### src/rtl/chg_log_pkg.sv
// Shared widths and {time, value} entry packing for data_change_logger.
// Entry macros take explicit widths so they serve any parameterisation of the logger.
package chg_log_pkg;
    localparam int DATA_W_DEF  = 4;
    localparam int TS_W_DEF    = 16;
    localparam int DEPTH_DEF   = 8;
    localparam int ENTRY_W_DEF = DATA_W_DEF + TS_W_DEF;
endpackage

`ifndef CHG_LOG_ENTRY_MACROS
`define CHG_LOG_ENTRY_MACROS
`define CHG_LOG_PACK(t, v) {(t), (v)}
`define CHG_LOG_VALUE(e, dw) e[(dw)-1:0]
`define CHG_LOG_TIME(e, dw, tw) e[(dw)+(tw)-1:(dw)]
`endif

### src/rtl/sync_fifo.sv
// Single-clock FIFO with synchronous flush; head data is masked to zero while empty.
// A pop frees a slot in the same edge, so a full FIFO accepts a simultaneous push and pop.
module sync_fifo #(
    parameter int WIDTH = 20,
    parameter int DEPTH = 8
) (
    input  logic                     clk,
    input  logic                     rst_n,
    input  logic                     flush,
    input  logic                     push,
    input  logic                     pop,
    input  logic [WIDTH-1:0]         wdata,
    output logic [WIDTH-1:0]         rdata,
    output logic [$clog2(DEPTH):0]   count,
    output logic                     full,
    output logic                     empty
);
    localparam int AW = $clog2(DEPTH);

    logic [WIDTH-1:0] mem [DEPTH];
    logic [AW-1:0]    wr_ptr;
    logic [AW-1:0]    rd_ptr;
    logic             do_push;
    logic             do_pop;

    assign full    = (count == (AW+1)'(DEPTH));
    assign empty   = (count == '0);
    assign do_pop  = pop && !empty;
    assign do_push = push && (!full || do_pop);
    assign rdata   = empty ? '0 : mem[rd_ptr];

    always_ff @(posedge clk or negedge rst_n) begin
        if (!rst_n) begin
            wr_ptr <= '0;
            rd_ptr <= '0;
            count  <= '0;
        end else if (flush) begin
            wr_ptr <= '0;
            rd_ptr <= '0;
            count  <= '0;
        end else begin
            if (do_push) wr_ptr <= wr_ptr + 1'b1;
            if (do_pop)  rd_ptr <= rd_ptr + 1'b1;
            if (do_push && !do_pop)
                count <= count + 1'b1;
            else if (!do_push && do_pop)
                count <= count - 1'b1;
        end
    end

    // NOTE: storage has no reset; stale slots are never visible because rdata is masked when empty.
    always_ff @(posedge clk) begin
        if (do_push && !flush) mem[wr_ptr] <= wdata;
    end
endmodule

### src/rtl/data_change_logger.sv
// Logs every change of data_in as a {timestamp, value} entry into a FIFO read via valid/ready.
// Define CHG_LOG_DELTA_EN to log saturating cycles since the previous logged change instead.
module data_change_logger
    import chg_log_pkg::*;
#(
    parameter int DATA_W = DATA_W_DEF,
    parameter int TS_W   = TS_W_DEF,
    parameter int DEPTH  = DEPTH_DEF
) (
    input  logic                     clk,
    input  logic                     rst_n,
    input  logic                     en,
    input  logic                     clear,
    input  logic [DATA_W-1:0]        data_in,
    output logic                     rd_valid,
    input  logic                     rd_ready,
    output logic [DATA_W-1:0]        rd_value,
    output logic [TS_W-1:0]          rd_time,
    output logic [$clog2(DEPTH):0]   count,
    output logic                     overflow
);
    localparam int ENTRY_W = DATA_W + TS_W;

    logic [TS_W-1:0]    ts;
    logic [TS_W-1:0]    log_time;
    logic [DATA_W-1:0]  prev;
    logic               armed;
    logic               change;
    logic               pop;
    logic               drop;
    logic               full;
    logic               empty;
    logic [ENTRY_W-1:0] head;

    assign change   = en && armed && (data_in != prev);
    assign pop      = rd_valid && rd_ready;
    assign drop     = change && full && !pop;
    assign rd_valid = !empty;
    assign rd_value = `CHG_LOG_VALUE(head, DATA_W);
    assign rd_time  = `CHG_LOG_TIME(head, DATA_W, TS_W);

    // NOTE: sequential state uses non-blocking assignments so every register samples pre-edge values.
    always_ff @(posedge clk or negedge rst_n) begin
        if (!rst_n) begin
            ts       <= '0;
            prev     <= '0;
            armed    <= 1'b0;
            overflow <= 1'b0;
        end else if (clear) begin
            ts       <= '0;
            prev     <= '0;
            armed    <= 1'b0;
            overflow <= 1'b0;
        end else begin
            ts <= ts + 1'b1;
            if (en && !armed) begin
                prev  <= data_in;
                armed <= 1'b1;
            end else if (change) begin
                prev <= data_in;
            end
            if (drop) overflow <= 1'b1;
        end
    end

`ifdef CHG_LOG_DELTA_EN
    // Delta reference restarts at baseline and on accepted entries only, never on drops.
    logic [TS_W-1:0] delta;

    always_ff @(posedge clk or negedge rst_n) begin
        if (!rst_n)
            delta <= '0;
        else if (clear)
            delta <= '0;
        else if ((en && !armed) || (change && !drop))
            delta <= TS_W'(1);
        else if (delta != '1)
            delta <= delta + 1'b1;
    end

    assign log_time = delta;
`else
    assign log_time = ts;
`endif

    sync_fifo #(
        .WIDTH (ENTRY_W),
        .DEPTH (DEPTH)
    ) u_fifo (
        .clk   (clk),
        .rst_n (rst_n),
        .flush (clear),
        .push  (change),
        .pop   (pop),
        .wdata (`CHG_LOG_PACK(log_time, data_in)),
        .rdata (head),
        .count (count),
        .full  (full),
        .empty (empty)
    );
endmodule

### config.mk
export PLATFORM = sky130hd
export DESIGN_NAME = data_change_logger
export DESIGN_NICKNAME = d
export VERILOG_FILES = /design/src/rtl/chg_log_pkg.sv /design/src/rtl/sync_fifo.sv /design/src/rtl/data_change_logger.sv
export SDC_FILE = /design/constraint.sdc
export NUM_CORES = 1
export LEC_CHECK = 0
export CAP_MARGIN = 20
export CORE_MARGIN = 2
export CORE_UTILIZATION = 45
export CTS_BUF_LIST = sky130_fd_sc_hd__clkbuf_8 sky130_fd_sc_hd__clkbuf_16
export CTS_CLUSTER_SIZE = 25
export DETAILED_ROUTE_END_ITERATION = 10
export GPL_TIMING_DRIVEN = 0
export PLACE_DENSITY = 0.74
export SYNTH_ARGS = -nofsm -noshare
export SYNTH_HDL_FRONTEND = slang
export SYNTH_HIERARCHICAL = 1
export SYNTH_SLANG_ARGS = --single-unit
### constraint.sdc
create_clock -name clk -period 4.6 [get_ports clk]
set_input_delay 0.92 -clock clk [delete_from_list [all_inputs] [get_ports clk]]
set_output_delay 0.92 -clock clk [all_outputs]
set_load 0.005 [all_outputs]
==> load_flow_metrics.sql <==
INSERT INTO impl_metrics (metric_group, metric, value, unit) VALUES
('status', 'status', 'completed', ''),
('yosys', 'synth.lib_cells_used.distinct', '43', ''),
('worst_setup_path', 'critical_path_required', '4.79', 'ns'),
('sta', 'fin_tns_setup', '0', 'ns'),
('yosys', 'synth_top_cell_by_area', 'edfxtp_1', ''),
('worst_setup_path', 'timing_worst_setup_path_type', 'reg2reg', ''),
('worst_setup_path', 'critical-path-top-cell-by-count', 'buf_2', ''),
('yosys', 'post_synth.cell_area_avg', '17.6', 'sq um'),
('routing', 'detailed_router_s_first_iteration_violation_count', '430', ''),
('placement', 'port-buffer-count', '33', ''),
('yosys', 'synth_enable_flop_cells', '160', ''),
('pwr', 'power.static_leakage', '0.00312', 'uW'),
('global_routing', 'overflow', '0', ''),
('pwr', 'comb_power_share', '20.7', '%'),
('cts', 'cts.sink_count', '192', ''),
('global_routing', 'grt_util_all_layers', '18.6', '%'),
('cts', 'cts-buffers-inserted', '17', ''),
('yosys', 'netlist.area_leader.share', '60.7', '%'),
('global_routing', 'antenna_found_initial', '0', ''),
('cts', 'cts.hold.buffers_added', '0', ''),
('pwr', 'finalPower', '4310', 'uW'),
('min_path', 'hp-class', 'reg2reg', ''),
('cts', 'cts_root_buffer', 'clkbuf_16', ''),
('routing', 'drc', '0', ''),
('sta', 'setup_repair_after_global_routing_missed_its_margin', 'no', ''),
('placement', 'finalWeightedCongestion', '0.816', ''),
('cts', 'cts_resized', '0', ''),
('pwr', 'power.clock.fraction', '34.3', '%'),
('global_routing', 'grt_pass1_wl', '25.2', 'mm'),
('pwr', 'switching_share', '25.4', '%'),
('worst_setup_path', 'crit_fanout', '11', ''),
('routing', 'drt-total-wl', '16.0', 'mm'),
('worst_setup_path', 'cp_slowest_cell', 'nor4_1', ''),
('routing', 'total_vias_in_the_final_route', '4231', ''),
('cts', 'clk_pin_slew', '0.07', 'ns'),
('sta', 'final.setup.worst_slack', '0.714', 'ns'),
('min_path', 'min_from', 'armed', ''),
('yosys', 'ys_seq_elements', '192', ''),
('yosys', 'total_of_warnings_raised_by_yosys', '6', ''),
('die', 'fp.dieH', '137', 'microns'),
('worst_setup_path', 'regToRegEndpoint', 'u_fifo/mem[5][5]', ''),
('final_layout', 'antenna_diode_instance_count', '0', ''),
('global_routing', 'grt_start_max_net_pins', '33', ''),
('final_layout', 'postLayoutCellArea', '0.00932', 'sq mm'),
('final_layout', 'final_core_util', '54.1', '%'),
('sta', 'min_period_over_period', '84.5', '%'),
('sta', 'timing.final.crit_period', '3.89', 'ns'),
('pwr', 'cellInternalPower', '3210', 'uW'),
('worst_setup_path', 'r2r-start', 'u_fifo/count[3]', ''),
('sta', 'max_freq', '257', 'MHz'),
('pwr', 'max-vdd-ir-drop', '273', 'uV'),
('yosys', 'synth-async-reset-ratio', '16.7', '%'),
('routing', 'avgViaCountPerCell', '5.61', ''),
('worst_setup_path', 'worst-r2r-setup-slack', '0.71', 'ns'),
('final_layout', 'layout-drive-gt1-share', '23.1', '%'),
('routing', 'route.antenna.remaining_nets', '0', ''),
('min_path', 'terminating_pin_of_the_worst_hold_path', 'armed', ''),
('cts', 'clkLatencyLatePin', '0.44', 'ns'),
('min_path', 'holdPathStages', '2', ''),
('sta', 'setup-violations-final', '0', ''),
('die', 'total_i_o_pin_count', '35', ''),
('pwr', 'p_per_area', '462', 'mW/mm^2'),
('job', 'max-cap-violations', '0', ''),
('sta', 'finalMaxSlewViolations', '0', ''),
('placement', 'post-dp-hpwl', '10.3', 'mm'),
('die', 'initial_standard_cell_utilization_of_the_core', '46.0', '%'),
('die', 'rows', '48', ''),
('worst_setup_path', 'worstPathCellList', 'buf_2 -> nor4_1 -> clkbuf_1 -> nor2b_1 -> buf_2 -> nand2b_1 -> o211ai_1 -> nor2_2 -> buf_8', ''),
('worst_setup_path', 'critical_path.max_stage_delay', '0.76', 'ns'),
('routing', 'drt_pre_antenna_iters', '4', ''),
('yosys', 'synthCells', '449', '');
==> cells in the final DEF, fill, tap and decap left out, drive strengths merged, types with 3 or more instances in the layout <==
cell,netlist,routed
or3,6,6
or4,4,4
clkinv,0,10
o31ai,4,4
nand3,10,10
mux4,40,40
nor2,50,50
mux2,4,4
o21ai,5,5
dfrtp,32,32
buf,18,34
clkdlybuf4s50,0,32
ha,5,5
nor2b,6,6
xnor2,4,4
xor2,10,10
nor4,7,7
mux2i,27,27
nor3,4,4
edfxtp,160,160
inv,10,10
clkbuf,6,23
a21oi,8,8
nand4,6,6
bufinv,0,3
nand2,9,9
==> worst max-delay path, delay by kind of cell, from the launching register on <==
| family | cells | cell delay (ns) |
|---|---|---|
| and+or+nand+nor | 4 | 1.46 |
| buffers and inverters | 4 | 1.22 |
| AOI/OAI and AO/OA | 1 | 0.56 |
| DFF | 1 | 0.38 |
==> flip-flops by register name (all words and copies together) (netlist names) <==
signal,count
overflow,1
log_time,16
prev,4
u_fifo/count,4
armed,1
u_fifo/rd_ptr,3
u_fifo/mem,160
u_fifo/wr_ptr,3
==> per-stage QoR <==
step / hold WS, ns / instances
6_report: 0.510 / 754
4_1_cts: 0.510 / 754
5_1_grt: 0.525 / 754
2_1_floorplan: 0.466 / 449
3_3_place_gp: 0.482 / 707
3_5_place_dp: 0.494 / 722
==> cell families after synthesis <==
| kind of cell | after synthesis | share of synthesized area (%) |
|---|---|---|
| DFF | 192 | 70.8 |
| buffers and inverters | 34 | 2.05 |
| and+or+nand+nor | 107 | 6.92 |
| xor gates and xnor gates | 14 | 1.55 |
| AOI/OAI and AO/OA | 25 | 2.32 |
| muxes | 71 | 15.4 |
| adders and majority gates | 6 | 1.04 |
==> layout make-up <==
class / instances / area (sq um) / area share, %
Sequential cell: 192 / 5610 / 60.2
Tap cell: 225 / 282 / 3.02
Buffer: 24 / 125 / 1.34
Inverter: 10 / 37.5 / 0.403
Clock buffer: 17 / 425 / 4.57
Clock inverter: 15 / 170 / 1.83
Timing Repair Buffer: 48 / 483 / 5.18
Multi-Input combinational cell: 223 / 2190 / 23.5
==> metal layers <==
| metal | GRT usage, % | vias up | share of wire [%] |
|---|---|---|---|
| met5 | 0 | - | 0 |
| met4 | 6.89 | 0 | 1.8 |
| met3 | 3.78 | 25 | 4.7 |
| met2 | 30.4 | 111 | 51 |
| met1 | 24.8 | 2198 | 42 |
| li1 | - | 1897 | - |
==> worst max-delay path by stage <==
stage | from | to | cells past startpoint
after CTS | u_fifo/count[3] | rd_time[11] | 5
after floorplan | rd_ready | u_fifo/mem[0][0] | 5
final | u_fifo/count[3] | u_fifo/mem[5][5] | 9
after global routing | u_fifo/count[3] | u_fifo/mem[5][5] | 9
after detailed placement | data_in[3] | u_fifo/mem[4][9] | 9
after global placement | data_in[3] | u_fifo/mem[0][8] | 7
==> power by group through the flow <==
stage	Sequential [uW]	Clock (uW)	Combinational, uW
3_3_place_gp	1970	0	879
6_report	1940	1480	892
5_1_grt	1940	1560	974
3_5_place_dp	1970	0	904
2_1_floorplan	1960	0	523
4_1_cts	1940	1490	909
No activity file was read; power rests on OpenSTA's default activity.
